File: src/rtl/spi_arbiter_pkg.sv
// Shared types for the SPI arbiter: FSM state encoding and DAC register codes.
package spi_arbiter_pkg;

  typedef enum logic [1:0] {
    ST_IDLE      = 2'd0,
    ST_ARMED     = 2'd1,
    ST_WAIT_DROP = 2'd2,
    ST_RELEASE   = 2'd3
  } state_t;

  localparam logic [3:0] DAC_CODE_WRITE = 4'b0001;
  localparam logic [3:0] DAC_CODE_READ  = 4'b1001;

  function automatic logic [23:0] dac_word(input logic [3:0] code, input logic [19:0] data);
    return {code, data};
  endfunction

endpackage

File: src/rtl/spi_arbiter_if.sv
// Link between the arbiter (master modport) and the shared SPI master engine (slave modport).
interface spi_arbiter_if #(
  parameter int WID = 24
);
  logic           mst_arm;
  logic           mst_ss;
  logic [WID-1:0] mst_to;
  logic [WID-1:0] mst_from;
  logic           mst_finished;

  modport master (output mst_arm, mst_ss, mst_to, input mst_from, mst_finished);
  modport slave  (input mst_arm, mst_ss, mst_to, output mst_from, mst_finished);
endinterface

File: src/rtl/spi_arbiter_rr_pick.sv
// Combinational round-robin pick: first requester at or after ptr, one-hot grant plus valid.
module rr_pick #(
  parameter int N  = 2,
  parameter int PW = (N > 1) ? $clog2(N) : 1
) (
  input  logic [N-1:0]  req,
  input  logic [PW-1:0] ptr,
  output logic [N-1:0]  gnt,
  output logic          vld
);

  logic [PW-1:0] idx;

  always_comb begin
    gnt = '0;
    vld = 1'b0;
    idx = '0;
    for (int k = 0; k < N; k++) begin
      idx = PW'((int'(ptr) + k) % N);
      if (!vld && req[idx]) begin
        gnt[idx] = 1'b1;
        vld      = 1'b1;
      end
    end
  end

endmodule

File: src/rtl/spi_arbiter.sv
// Round-robin arbiter sharing one SPI master among PORTS requesters; 1-cycle request-to-arm latency,
// requesters hold req_arm until req_finished. Optional watchdog under SPI_ARBITER_TIMEOUT_EN.
module spi_arbiter
  import spi_arbiter_pkg::*;
#(
  parameter int PORTS       = 2,
  parameter int WID         = 24,
  parameter int TIMEOUT_WID = 16
) (
  input  logic                   clk,
  input  logic                   rst,
  input  logic [PORTS-1:0]       req_arm,
  input  logic [PORTS*WID-1:0]   req_to,
  output logic [PORTS-1:0]       req_finished,
  output logic [WID-1:0]         req_from,
  output logic [PORTS-1:0]       grant,
  spi_arbiter_if.master          mst,
  input  logic [TIMEOUT_WID-1:0] timeout_cycles,
  output logic                   timeout_flag
);

  localparam int PW = $clog2(PORTS);

  state_t            state;
  logic [PW-1:0]     ptr;
  logic [PW-1:0]     owner;
  logic [PW-1:0]     next_ptr;
  logic [PORTS-1:0]  pick_gnt;
  logic              pick_vld;
  logic [PW-1:0]     pick_idx;
  logic              wd_fire;

  rr_pick #(.N(PORTS), .PW(PW)) u_pick (
    .req (req_arm),
    .ptr (ptr),
    .gnt (pick_gnt),
    .vld (pick_vld)
  );

  always_comb begin
    pick_idx = '0;
    for (int i = 0; i < PORTS; i++) begin
      if (pick_gnt[i]) pick_idx = PW'(i);
    end
  end

  assign next_ptr = (owner == PW'(PORTS - 1)) ? '0 : owner + PW'(1);

  always_ff @(posedge clk or posedge rst) begin
    if (rst) begin
      state        <= ST_IDLE;
      ptr          <= '0;
      owner        <= '0;
      grant        <= '0;
      req_finished <= '0;
      req_from     <= '0;
      mst.mst_arm  <= 1'b0;
      mst.mst_ss   <= 1'b0;
      mst.mst_to   <= '0;
    end else begin
      case (state)
        ST_IDLE: begin
          if (pick_vld) begin
            grant       <= pick_gnt;
            owner       <= pick_idx;
            mst.mst_arm <= 1'b1;
            mst.mst_ss  <= 1'b1;
            mst.mst_to  <= req_to[pick_idx*WID +: WID];
            state       <= ST_ARMED;
          end
        end
        ST_ARMED: begin
          // A watchdog expiry abandons the transfer without reporting completion.
          if (wd_fire) begin
            mst.mst_arm <= 1'b0;
            mst.mst_ss  <= 1'b0;
            grant       <= '0;
            ptr         <= next_ptr;
            state       <= ST_IDLE;
          end else if (mst.mst_finished) begin
            req_from     <= mst.mst_from;
            req_finished <= grant;
            state        <= ST_WAIT_DROP;
          end
        end
        ST_WAIT_DROP: begin
          if (!req_arm[owner]) begin
            req_finished <= '0;
            mst.mst_arm  <= 1'b0;
            mst.mst_ss   <= 1'b0;
            state        <= ST_RELEASE;
          end
        end
        ST_RELEASE: begin
          if (wd_fire || !mst.mst_finished) begin
            grant <= '0;
            ptr   <= next_ptr;
            state <= ST_IDLE;
          end
        end
        default: state <= ST_IDLE;
      endcase
    end
  end

`ifdef SPI_ARBITER_TIMEOUT_EN
  logic [TIMEOUT_WID-1:0] wd;
  logic                   counting;

  assign counting = (state == ST_ARMED) || (state == ST_RELEASE);
  assign wd_fire  = counting && (timeout_cycles != '0) &&
                    (wd == timeout_cycles - TIMEOUT_WID'(1));

  always_ff @(posedge clk or posedge rst) begin
    if (rst) begin
      wd           <= '0;
      timeout_flag <= 1'b0;
    end else begin
      if (wd_fire) timeout_flag <= 1'b1;
      wd <= (counting && !wd_fire) ? wd + TIMEOUT_WID'(1) : '0;
    end
  end
`else
  logic unused_timeout;
  assign unused_timeout = ^timeout_cycles;
  assign wd_fire        = 1'b0;
  assign timeout_flag   = 1'b0;
`endif

endmodule

File: src/flat_wrapper.sv
// flat-port wrapper written by rule: the top's interface ports become plain ports
module spi_arbiter_flat import spi_arbiter_pkg::*;
#(
  parameter int PORTS       = 2,
  parameter int WID         = 24,
  parameter int TIMEOUT_WID = 16
)
  (clk, rst, req_arm, req_to, req_finished, req_from, grant, timeout_cycles, timeout_flag, mst_mst_arm, mst_mst_ss, mst_mst_to, mst_mst_from, mst_mst_finished);
  spi_arbiter_if #(.WID(WID)) mst_i ();
  input  logic clk;
  input  logic rst;
  input  logic [PORTS-1:0] req_arm;
  input  logic [PORTS*WID-1:0] req_to;
  output logic [PORTS-1:0] req_finished;
  output logic [WID-1:0] req_from;
  output logic [PORTS-1:0] grant;
  input  logic [TIMEOUT_WID-1:0] timeout_cycles;
  output logic timeout_flag;
  output wire logic [$bits(mst_i.mst_arm)-1:0] mst_mst_arm;
  output wire logic [$bits(mst_i.mst_ss)-1:0] mst_mst_ss;
  output wire logic [$bits(mst_i.mst_to)-1:0] mst_mst_to;
  input wire logic [$bits(mst_i.mst_from)-1:0] mst_mst_from;
  input wire logic [$bits(mst_i.mst_finished)-1:0] mst_mst_finished;
  assign mst_mst_arm = mst_i.mst_arm;
  assign mst_mst_ss = mst_i.mst_ss;
  assign mst_mst_to = mst_i.mst_to;
  assign mst_i.mst_from = mst_mst_from;
  assign mst_i.mst_finished = mst_mst_finished;
  spi_arbiter #(.PORTS(PORTS), .WID(WID), .TIMEOUT_WID(TIMEOUT_WID)) u_core (.clk(clk), .rst(rst), .req_arm(req_arm), .req_to(req_to), .req_finished(req_finished), .req_from(req_from), .grant(grant), .mst(mst_i), .timeout_cycles(timeout_cycles), .timeout_flag(timeout_flag));
endmodule
File: config.mk
export PLATFORM = sky130hd
export DESIGN_NAME = spi_arbiter_flat
export DESIGN_NICKNAME = d
export VERILOG_FILES = /design/src/rtl/spi_arbiter_pkg.sv /design/src/rtl/spi_arbiter_if.sv /design/src/rtl/spi_arbiter_rr_pick.sv /design/src/rtl/spi_arbiter.sv /design/src/flat_wrapper.sv
export SDC_FILE = /design/constraint.sdc
export NUM_CORES = 1
export LEC_CHECK = 0
export ABC_AREA = 1
export ABC_CLOCK_PERIOD_IN_PS = 3000
export BUFFER_PORTS_ARGS = -buffer_cell sky130_fd_sc_hd__buf_4
export CAP_MARGIN = 10
export CORE_ASPECT_RATIO = 1.25
export CORE_MARGIN = 5
export CORE_UTILIZATION = 49
export CTS_CLUSTER_SIZE = 16
export DETAILED_ROUTE_END_ITERATION = 7
export GPL_ROUTABILITY_DRIVEN = 1
export PLACE_DENSITY = 0.95
export SYNTH_ARGS = -nofsm -noshare
export SYNTH_HDL_FRONTEND = slang
export SYNTH_SLANG_ARGS = --single-unit
File: constraint.sdc
create_clock -name clk -period 3 [get_ports clk]
set_clock_uncertainty 0.1 [all_clocks]
set_input_delay 0.15 -clock clk [delete_from_list [all_inputs] [get_ports clk]]
set_output_delay 0.15 -clock clk [all_outputs]
set_load 0.005 [all_outputs]
==> impl_metrics.json <==
{
  "coreArea_um2": 5740,
  "drc": 0,
  "cp_top_family": "simple AND/OR/NAND/NOR gates",
  "worstMarginPinSlew_ns": 0.953,
  "relSlewSlack_pct": 36.3,
  "cts_resized": 0,
  "die_w_um": 78.2,
  "slew_viol_final": 0,
  "synth_edf_count": 0,
  "maxCapViolCount": 0,
  "numCtsBuffers": 9,
  "path_depth": 4,
  "drt-total-wl_um": 7430,
  "start_util_pct": 49.7,
  "synth_top_area_share_pct": 50.0,
  "syn_area_um2": 2850,
  "fin_cells": 537,
  "drt-initial-drc-count": 99,
  "clkTransAtPathRegs_ns": 0.07,
  "async_flop_share_pct": 100,
  "cts_sinks": 57,
  "crit_type": "flop to flop",
  "path_cells": "inv_1 -> ha_1 -> nand2_1 -> mux2_2",
  "num_vias": 2625,
  "cp.arrival_ns": 2.17,
  "boundaryPins": 148,
  "cp_slowest_stage_delay_ns": 0.70,
  "place.gp.congestion": 0.763,
  "drt.antenna.violating_nets": 0,
  "power.density_nw_per_um2": 968,
  "netSwitchingFraction_pct": 34.8,
  "die_y_um": 95.3,
  "yosys_warnings": 0,
  "grt_remaining_overflow": 0,
  "layout_commonest_cell": "buf_4",
  "synth_top_area_cell": "dfrtp_1",
  "first_pass_iters": 5,
  "setup_viol": 0,
  "cpMaxStageDelayCell": "nand2_1",
  "hpwl_um": 5210,
  "power.switching_uw": 1460,
  "nets": 564,
  "postCtsSetupBuffers": 0,
  "grt_max_degree": 51,
  "via_per_inst": 4.89,
  "clkLatencyLatePin_ns": 0.33,
  "die_area_um2": 7450,
  "synth_seq_cells": 57,
  "rr_worst_depth": 4,
  "period_share_pct": 68.5,
  "antenna_found_initial": 0,
  "ir_drop_v": 0.000481,
  "pwr-share-seq_pct": 33.0,
  "synth_ff_type": "dfrtp_1",
  "final_core_util_pct": 75.5,
  "crit_path_end_kind": "flop",
  "final_cell_mix": "buf_4, nand2_1, dfrtp_1, nand2_2, inv_1",
  "clk_path_buf_depth": 2,
  "critPathBufInv": 1,
  "grt_use_total_pct": 20.7,
  "grt_pass1_wl_um": 11900,
  "cp-start-kind": "flop",
  "synth_nets": 408,
  "period_minus_slack_ns": 2.06,
  "num_rows": 31,
  "critPathMaxFanout": 24,
  "hold_viol": 0,
  "rsz0062_at_grt": "no",
  "tns_ns": 0,
  "drt-wirelength-per-cell_um": 13.8,
  "antenna_cells": 0,
  "p_leak_uw": 0.00235,
  "p_int_uw": 2740,
  "place_inst": 496,
  "max_freq_mhz": 487,
  "cts_tree": "built",
  "root_buffer": "clkbuf_8",
  "synth_area_leaders": "dfrtp_1, nand2_1, mux2_2",
  "min_path_type": "primary input to flop",
  "status": "finished, final reports clean",
  "grt_pass1_vias": 2628,
  "synth-seq-area-share_pct": 50.0,
  "h-tree-depth": 3,
  "synth_cell_type_count": 25,
  "p_clk_share_pct": 22.8,
  "area_delta_synth_final_pct": 52.0,
  "avgSynthCellArea_um2": 9.20,
  "worstPathRequired_ns": 3.11,
  "min_path_cells": 5,
  "fillCellCount": 386,
  "synth_cells": 310,
  "portBuffers": 130,
  "power_frac_comb_pct": 44.2,
  "drive_gt1_share_pct": 47.1
}
-- state kept, by name, indices dropped and copies added, names as in the netlist --
name / cells
u_core.owner: 1
u_core.mst.mst_to: 24
u_core.req_from: 24
u_core.req_finished: 2
u_core.state: 2
u_core.ptr: 1
u_core.mst.mst_arm: 1
u_core.grant: 2
-- per-stage QoR --
step           hold WS (ns)  area [um^2]  total power (uW)  setup WS [ns]
2_1_floorplan         0.201         2850              2460           1.35
3_3_place_gp          0.137         3820              3100           1.05
3_5_place_dp          0.135         3820              3200          0.972
4_1_cts              0.0108         4330              4200          0.954
5_1_grt              0.0428         4330              4510          0.855
6_report             0.0217         4330              4190          0.945
-- final timing paths --
check	slack (ns)	to	from
max	0.94	u_core.req_from[15]	u_core.state[1]
min	0.02	u_core.mst.mst_to[11]	req_to[11]
max reg2reg	0.94	u_core.req_from[15]	u_core.state[1]
min reg2reg	0.39	u_core.mst.mst_to[6]	u_core.mst.mst_to[6]
max in group asynchronous	1.77	u_core.state[1]	rst
min in group asynchronous	0.36	u_core.req_from[16]	rst
-- layer usage --
metal / global-route usage [%] / wire length [um]
met1: 23.2 / 2850
met3: 5.01 / 518
met4: 10.6 / 191
met2: 36.6 / 3870
met5: 0 / 0
-- repair_timing --
item / CTS / global route
hold endpoints to repair: 49 / 0
hold buffers: 25 / 0
setup endpoints to repair: 0 / 0
-- synthesized netlist by cell type (2+ instances only) --
library cell	instances
o21ai_0	29
ha_1	5
buf_12	2
a21oi_1	2
nand3_1	6
dfrtp_1	57
inv_1	38
nand2_1	79
nand2_2	42
mux2_2	24
nor2_1	4
buf_2	3
buf_4	6
nand4_1	2
-- worst min-delay path: cells and delay by family --
kind	cells	cell delay [ns]
simple gates	3	0.13
buf+inv	1	0.08
compound gates	1	0.06
-- power groups by stage --
stage	clock network [uW]	logic, uW	registers (uW)
finish	957	1850	1380
CTS	967	1870	1370
detailed placement	0	1830	1370
global placement	0	1750	1360
floorplan	0	1070	1380
global route	1020	2060	1430
-- cell families after synthesis --
| family | Yosys count | synth area share, % |
|---|---|---|
| flops | 57 | 50.0 |
| compound gates | 33 | 5.92 |
| buf+inv | 53 | 9.57 |
| simple gates | 137 | 22.7 |
| other cells | 1 | 0.132 |
| fa+ha+maj | 5 | 2.19 |
| mux | 24 | 9.48 |
-- final cells by class --
type | instances | area, um^2 | share of cell area, %
Sequential cell | 57 | 1430 | 32.9
Clock inverter | 7 | 141 | 3.26
Clock buffer | 9 | 124 | 2.86
Timing Repair Buffer | 158 | 1250 | 28.8
Inverter | 40 | 158 | 3.64
Tap cell | 66 | 82.6 | 1.91
Multi-Input combinational cell | 200 | 1150 | 26.6
No activity file was read; power rests on OpenSTA's default activity.
